**src/rtl/std_rstseq_pkg.sv**
```systemverilog
// std_rstseq_pkg: shared types for the reset sequencer.
// Phase codes and small elaboration-time helpers.
package std_rstseq_pkg;

  typedef enum logic [1:0] {
    SYNC = 2'd0,
    HOLD = 2'd1,
    REL  = 2'd2,
    RUN  = 2'd3
  } phase_t;

  function automatic int imax(input int a, input int b);
    return (a > b) ? a : b;
  endfunction

endpackage

```
**src/rtl/std_sync.sv**
```systemverilog
// std_sync: SYNC-stage flop chain with async active-low clear.
// Output is 0 while nreset is low and for SYNC edges after.
module std_sync #(
  parameter int SYNC = 2
) (
  input  logic clk,
  input  logic nreset,
  input  logic d,
  output logic q
);

  logic [SYNC-1:0] chain_q;
  logic [SYNC-1:0] chain_d;

  // shift d in at the bottom of the chain
  always_comb begin
    chain_d = {chain_q[SYNC-2:0], d};
  end

  // chain register, cleared asynchronously
  always_ff @(posedge clk or negedge nreset) begin
    if (!nreset) begin
      chain_q <= '0;
    end else begin
      chain_q <= chain_d;
    end
  end

  assign q = chain_q[SYNC-1];

endmodule

```
**src/rtl/std_rstseq.sv**
```systemverilog
// std_rstseq: reset sequencer releasing N active-low resets
// one at a time after a synchronised release and hold period.
module std_rstseq #(
  parameter int N    = 4,
  parameter int SYNC = 2,
  parameter int HOLD = 8,
  parameter int GAP  = 4
) (
  input  logic         clk,
  input  logic         nreset,
  input  logic         soft_req,
  output logic [N-1:0] nrst_out,
  output logic         done,
  output logic [1:0]   phase
);
  import std_rstseq_pkg::*;

  localparam phase_t P_SYNC = std_rstseq_pkg::SYNC;
  localparam phase_t P_HOLD = std_rstseq_pkg::HOLD;
  localparam phase_t P_REL  = std_rstseq_pkg::REL;
  localparam phase_t P_RUN  = std_rstseq_pkg::RUN;

  localparam int CW = $clog2(imax(HOLD, GAP) + 1);
  localparam int IW = (N > 1) ? $clog2(N) : 1;

  localparam logic [CW-1:0] HOLD_END = CW'(HOLD);
  localparam logic [CW-1:0] GAP_END  = CW'(GAP);
  localparam logic [CW-1:0] CNT_ONE  = CW'(1);

  // reject illegal parameter sets at elaboration
  initial begin
    if (N < 1)    $fatal(1, "std_rstseq: N must be >= 1");
    if (SYNC < 2) $fatal(1, "std_rstseq: SYNC must be >= 2");
    if (HOLD < 1) $fatal(1, "std_rstseq: HOLD must be >= 1");
    if (GAP < 1)  $fatal(1, "std_rstseq: GAP must be >= 1");
  end

  logic          rst_s;
  logic          soft_s;
  phase_t        state_q, state_d;
  logic [CW-1:0] cnt_q, cnt_d;
  logic [IW-1:0] idx_q, idx_d;
  logic [N-1:0]  nrst_q, nrst_d;
  logic          done_q, done_d;

  std_sync #(.SYNC(SYNC)) u_rst_sync (
    .clk    (clk),
    .nreset (nreset),
    .d      (1'b1),
    .q      (rst_s)
  );

  std_sync #(.SYNC(SYNC)) u_soft_sync (
    .clk    (clk),
    .nreset (nreset),
    .d      (soft_req),
    .q      (soft_s)
  );

  // next state; the counter runs 1..limit so the
  // SYNC->HOLD edge is the first counted hold cycle,
  // while a soft request parks it at 0 one extra edge
  always_comb begin
    state_d = state_q;
    cnt_d   = cnt_q;
    idx_d   = idx_q;
    nrst_d  = nrst_q;
    done_d  = done_q;
    if (soft_s) begin
      state_d = P_HOLD;
      cnt_d   = '0;
      idx_d   = '0;
      nrst_d  = '0;
      done_d  = 1'b0;
    end else begin
      unique case (state_q)
        P_SYNC: begin
          if (rst_s) begin
            state_d = P_HOLD;
            cnt_d   = CNT_ONE;
          end
        end
        P_HOLD: begin
          if (cnt_q == HOLD_END) begin
            nrst_d[0] = 1'b1;
            idx_d     = '0;
            cnt_d     = CNT_ONE;
            state_d   = (N == 1) ? P_RUN : P_REL;
            done_d    = (N == 1);
          end else begin
            cnt_d = cnt_q + CNT_ONE;
          end
        end
        P_REL: begin
          if (cnt_q == GAP_END) begin
            cnt_d = CNT_ONE;
            if (int'(idx_q) < N - 1) begin
              idx_d = idx_q + IW'(1);
            end
            for (int i = 1; i < N; i++) begin
              if (i == int'(idx_q) + 1) begin
                nrst_d[i] = 1'b1;
              end
            end
            if (int'(idx_q) + 2 >= N) begin
              state_d = P_RUN;
              done_d  = 1'b1;
            end
          end else begin
            cnt_d = cnt_q + CNT_ONE;
          end
        end
        P_RUN: begin
        end
        default: begin
        end
      endcase
    end
  end

  // state and output registers, all cleared by nreset
  always_ff @(posedge clk or negedge nreset) begin
    if (!nreset) begin
      state_q <= P_SYNC;
      cnt_q   <= '0;
      idx_q   <= '0;
      nrst_q  <= '0;
      done_q  <= 1'b0;
    end else begin
      state_q <= state_d;
      cnt_q   <= cnt_d;
      idx_q   <= idx_d;
      nrst_q  <= nrst_d;
      done_q  <= done_d;
    end
  end

  assign nrst_out = nrst_q;
  assign done     = done_q;
  assign phase    = state_q;

endmodule

```
**config.mk**
```make
export PLATFORM = sky130hd
export DESIGN_NAME = std_rstseq
export DESIGN_NICKNAME = d
export VERILOG_FILES = /design/src/rtl/std_rstseq_pkg.sv /design/src/rtl/std_sync.sv /design/src/rtl/std_rstseq.sv
export SDC_FILE = /design/constraint.sdc
export NUM_CORES = 1
export LEC_CHECK = 0
export CORE_MARGIN = 5
export CORE_UTILIZATION = 49
export CTS_CLUSTER_SIZE = 24
export DETAILED_ROUTE_END_ITERATION = 10
export GPL_ROUTABILITY_DRIVEN = 0
export GPL_TIMING_DRIVEN = 0
export HOLD_SLACK_MARGIN = 0.08
export PLACE_DENSITY = 0.71
export SLEW_MARGIN = 25
export SYNTH_ARGS = -nofsm -noshare
export SYNTH_HDL_FRONTEND = slang
export SYNTH_HIERARCHICAL = 1
export SYNTH_SLANG_ARGS = --single-unit
```
**constraint.sdc**
```tcl
create_clock -name clk -period 2 [get_ports clk]
set_input_delay 0.6 -clock clk [delete_from_list [all_inputs] [get_ports clk]]
set_output_delay 0.6 -clock clk [all_outputs]
set_load 0.02 [all_outputs]
```
### Word-level counts from Yosys, hierarchy flattened

Cells that the tools add are included.

* bits in registers: 17
* input bits: 3
* logic and storage cells: 75

* muxes and demuxes: 29
* magnitude comparators: 2
* add/sub/neg operators: 4
* reduce and logical (&&, ||, !) cells: 18
* equality and inequality tests: 12

Operator list (count)
* 2-bit by 32-bit equality test with 1-bit output (first input constant): 1
* 3-bit by 32-bit equality test with 1-bit output (first input constant): 1
* 4-bit two-way mux: 5
* 2-bit two-way mux: 9
* 2-bit nonzero test: 7
* 3-bit by 2-bit inequality test with 1-bit output (second input constant): 4
* 4-bit one-hot mux with 3 select lines: 1
* 1-bit two-way mux: 9
* 3-bit AND reduction: 3
* 4-bit AND reduction: 2
* 3-bit two-way mux: 2
* 2-bit one-hot mux with 3 select lines: 1
* 5-bit AND reduction: 1
* 4-bit by 1-bit adder with 4-bit output (second input constant): 1
* 4-bit by 3-bit equality test with 1-bit output (second input constant): 1
* 4-bit equality test (second input constant): 1
* 2-bit one-hot mux with 2 select lines: 1
* 2-bit AND reduction: 2
* 4-bit nonzero test: 1
* 2-bit by 1-bit adder with 3-bit output (second input constant): 1
* 2-bit by 2-bit adder with 3-bit output (second input constant): 1
* 2-bit by 3-bit equality test with 1-bit output (first input constant): 1
* 3-bit >= comparator (second input constant): 1
* 3-bit by 1-bit inequality test with 1-bit output (second input constant): 1
* other kinds (7): 7

### Logic depth before layout (Yosys ltp)

* depth in word-level cells: 6
* depth in mapped cells: 7

### Cells and area by module

The synthesis kept the hierarchy.

Modules (own cells, without submodules)
* std_rstseq: sequential area each 325.3 um^2, times used 1, area each 875.8 um^2, cells each 91
* std_sync: sequential area each 50.0 um^2, times used 2, area each 50.0 um^2, cells each 2

### Least setup slack after synthesis

No wires, ideal clock.

* path type: flip-flop to flip-flop
* from: reg state_q[0] (netlist: phase[0])
* to: reg state_q[0] (netlist: phase[0])
* data arrival time: 1.828 ns
* library setup time: 0.124 ns
* path buffers: 1
* data required time: 1.876 ns
* path slack: 0.048 ns
* cell stages (with the launch flop): 8
* cells stage by stage: dfrtp_1 -> inv_1 -> ha_1 -> buf_6 -> nor4bb_4 -> a211oi_1 -> a2111o_1 -> mux2i_1

* longest elaborated chain between the ends: 3
* elaborated cells between the ends (all ways): 11
* those cells by class: eq/ne (6); mux (2); reduce/logical (3)

RTL lines
* start: declaration: RTL line std_rstseq.sv:40 `phase_t state_q, state_d;`
* start signal: assignment: RTL line std_rstseq.sv:130 `state_q <= state_d;`
* 2-bit equality test (tied with other cells): RTL line std_rstseq.sv:76 `unique case (state_q)`
* 3-bit by 2-bit inequality test with 1-bit output (no line) (tied with other cells)
* 5-bit AND reduction (no line) / 2-bit two-way mux (equally long branches)

Parallel ways exist; a longest one is shown, timed or not.
A chain may end at the register's enable or synchronous reset.

### Worst setup path after layout

* from: reg state_q[1] (netlist: phase[1])
* to: out phase[1]

RTL lines
* end: declaration: RTL line std_rstseq.sv:14 `output logic [1:0] phase`

No word-level cell between the ends.

==> run_results.csv <==
group,metric,value,unit
status,status,"complete, no violations",
critical_path,r2r-end,"phase[0]",
grt,gr-total-overflow,0,
timing,period_minus_slack,1.94,ns
synthesis,synth_cells,95,
timing,whs,0.362,ns
synthesis,avgSynthCellArea,10.3,µm²
synthesis,synth_warnings,6,
final_layout,drive_above_1_share,0.228,
final_layout,syn_to_final_growth,22.9,%
timing,relSlewSlack,0.501,
final_layout,finalNonFillerCells,141,
critical_path,r2r_setup_slack,0.08,ns
timing,fmax,515,MHz
job,maxCapViolations,0,
power_and_ir_drop,pwr-share-seq,0.414,
critical_path,end_kind,"primary output",
critical_path,cp_slowest_cell,"clkdlybuf4s50_1",
drt,drc_errors,0,
power_and_ir_drop,power,0.000962,W
synthesis,syn-num-nets,108,
power_and_ir_drop,p_int,0.000618,W
power_and_ir_drop,swShare,0.358,
critical_path,path_max_fanout,4,
placement,portBuffers,9,
critical_path,critPathLaunch,"phase[1]",
final_layout,seq_area,425,µm²
power_and_ir_drop,p_leak,0.541,nW
floorplan,die_height,54.6,µm
final_layout,n_antenna_cell,0,
timing,min_period_over_period,0.972,
synthesis,synth-seq-cells,17,
grt,grt_pass1_vias,725,
drt,vias_per_cell,5.27,
drt,postRouteAntennaNets,0,
power_and_ir_drop,clockPowerShare,0.196,
timing,hold_viol,0,
timing,clock_skew,0.00765,ns
power_and_ir_drop,power.density,802,nW/µm²
drt,drt_iter0_drc,9,
critical_path,path_delay_family,"buffers and inverters",
clock_tree,clock_sinks,17,
drt,vias,743,
critical_path,r2r_start,"phase[0]",
timing,layout_setup_ws,0.0564,ns
clock_tree,numCtsBuffers,3,
final_layout,final_nets,128,
grt,grt_max_degree,18,
critical_path,cp-start-kind,"register",
placement,dp_hpwl,1420,µm
final_layout,fillers,180,
floorplan,num_io_pins,10,
power_and_ir_drop,max-vdd-ir-drop,0.484,mV
power_and_ir_drop,p_sw,0.000344,W
synthesis,seq_area_frac_synth,0.436,
critical_path,path_cells,"clkdlybuf4s50_1",
floorplan,die_w,54.6,µm
drt,dr.pass1.iters,4,
floorplan,core-area,1920,µm²
synthesis,synth_cell_types,34,
clock_tree,cts_max_level,1,
timing,worst_slew_pin_slew,0.746,ns
timing,setup_violations,0,
critical_path,crit_path_end,"phase[1]",
clock_tree,root_buffer,"clkbuf_4",
critical_path,worst-path-stages,1,
synthesis,synthesis.area,976,µm²
grt,grt_pass1_wl,3320,µm
floorplan,start_util,0.508,
timing,final.setup.tns,0,ns
critical_path,reg2reg_depth,7,
placement,dp_cells,131,
timing,slew_violations,0,
floorplan,dieArea,2980,µm²
grt,grt_use_total,0.158,
floorplan,num_rows,16,
clock_tree,path_clk_slew,0.11,ns
placement,pre_cts_slack,-0.0622,ns
clock_tree,clk_latency,0.30,ns
critical_path,cpPeakStageDelay,0.63,ns
power_and_ir_drop,combinationalPowerShare,0.390,
clock_tree,cts_tree,"built",
drt,routed_wl,1990,µm
grt,antenna_found_initial,0,
critical_path,required,1.40,ns
min_path,hp-class,"reg2reg",
drt,wl_per_cell,14.1,µm
critical_path,crit_type,"reg2out",
clock_tree,clockBufferDepth,2,
final_layout,multi_input_area,519,µm²
critical_path,cp_data_arrival_time,1.34,ns
critical_path,critPathBufInv,1,
-- per-layer routing --
metal / GRT usage / part of all wire / routed length, µm / up-vias
met5: 0 / 0 / 0 / -
met4: 0.0747 / 0.022 / 43 / 0
met3: 0.0245 / 0.016 / 32 / 7
met2: 0.270 / 0.51 / 1010 / 9
met1: 0.192 / 0.45 / 900 / 364
li1: - / - / - / 363
-- worst min path at each step --
stage / endpoint / depth (start not counted) / slack (ns) / from
final: u_soft_sync/chain_q[1] / 0 / 0.36 / u_soft_sync/chain_q[0]
after global routing: u_soft_sync/chain_q[1] / 0 / 0.38 / u_soft_sync/chain_q[0]
after CTS: u_soft_sync/chain_q[1] / 0 / 0.36 / u_soft_sync/chain_q[0]
after detailed placement: u_soft_sync/chain_q[1] / 0 / 0.34 / u_soft_sync/chain_q[0]
after global placement: u_rst_sync/chain_q[1] / 0 / 0.34 / u_rst_sync/chain_q[0]
after floorplan: cnt_q[0] / 0 / 0.30 / nreset
-- Yosys cell counts, drive strengths merged --
cell type | count | share of area
dfrtp | 17 | 0.44
inv | 11 | 0.042
ha | 10 | 0.13
nor2 | 10 | 0.038
a21oi | 6 | 0.031
o21ai | 5 | 0.026
nor3 | 4 | 0.021
nand2 | 3 | 0.012
nor2b | 3 | 0.024
a22o | 2 | 0.018
a31oi | 2 | 0.013
mux2i | 2 | 0.021
nand2b | 2 | 0.015
nor4bb | 2 | 0.036
a2111o | 1 | 0.012
a2111oi | 1 | 0.015
a211oi | 1 | 0.0077
and2b | 1 | 0.0090
and3 | 1 | 0.0077
and3b | 1 | 0.010
and4 | 1 | 0.010
buf | 1 | 0.012
clkbuf | 1 | 0.0038
conb | 1 | 0.0038
nand3 | 1 | 0.0051
nand4 | 1 | 0.0064
o2111ai | 1 | 0.0090
o21ba | 1 | 0.010
o31ai | 1 | 0.0077
or4b | 1 | 0.010
-- sequential cells by signal (all words and copies together), names as in the netlist --
name,count
cnt_q,4
nrst_out,4
idx_q,2
phase,2
u_rst_sync/chain_q,2
u_soft_sync/chain_q,2
done,1
-- power by group through the flow --
stage | registers, W | clock network (W) | logic, W
final | 0.000399 | 0.000189 | 0.000375
after global routing | 0.000404 | 0.000215 | 0.000420
after CTS | 0.000399 | 0.000198 | 0.000343
after detailed placement | 0.000411 | 0 | 0.000310
after global placement | 0.000411 | 0 | 0.000300
after floorplan | 0.000415 | 0 | 0.000226
-- logic make-up (layout without fill, tap and decap cells) --
group           Yosys count  in the layout  share of synthesized area
flops                    17             17                      0.436
simple gates             31             31                      0.205
compound gates           21             21                      0.149
fa+ha+maj                10             10                      0.128
buf+inv                  13             32                     0.0577
mux                       2              2                     0.0205
other cells               1              1                    0.00384
-- cells in the final DEF (no fill, tap or decap), drive strengths merged, types with 2 or more instances in the layout --
| cell type | n |
|---|---|
| dfrtp | 17 |
| inv | 11 |
| nor2 | 10 |
| ha | 10 |
| clkdlybuf4s50 | 8 |
| buf | 7 |
| a21oi | 6 |
| o21ai | 5 |
| nor3 | 4 |
| clkbuf | 4 |
| nand2 | 3 |
| nor2b | 3 |
| mux2i | 2 |
| a22o | 2 |
| a31oi | 2 |
| nand2b | 2 |
| nor4bb | 2 |
-- timing repair --
item	4_1_cts	5_1_grt
pin swaps	2	3
gates resized for setup	1	6
buffers inserted	1	5
setup endpoints to repair	1	4
hold buffers	0	0
-- metrics by stage --
| stage | cell area [µm²] | util |
|---|---|---|
| final | 1200 | 0.624 |
| after global routing | 1200 | 0.624 |
| after CTS | 1150 | 0.597 |
| after detailed placement | 1100 | 0.572 |
| after global placement | 1100 | 0.572 |
| after floorplan | 976 | - |
-- layout make-up --
class,count,share of cell area
repair buffers,15,0.115
plain buffers,2,0.0125
clock buffers,3,0.0188
clock inverters,1,0.00417
multi-input cells,65,0.433
flip-flops and latches,17,0.355
well taps,27,0.0282
inverters,11,0.0344
(Power assumes the default switching activity.)
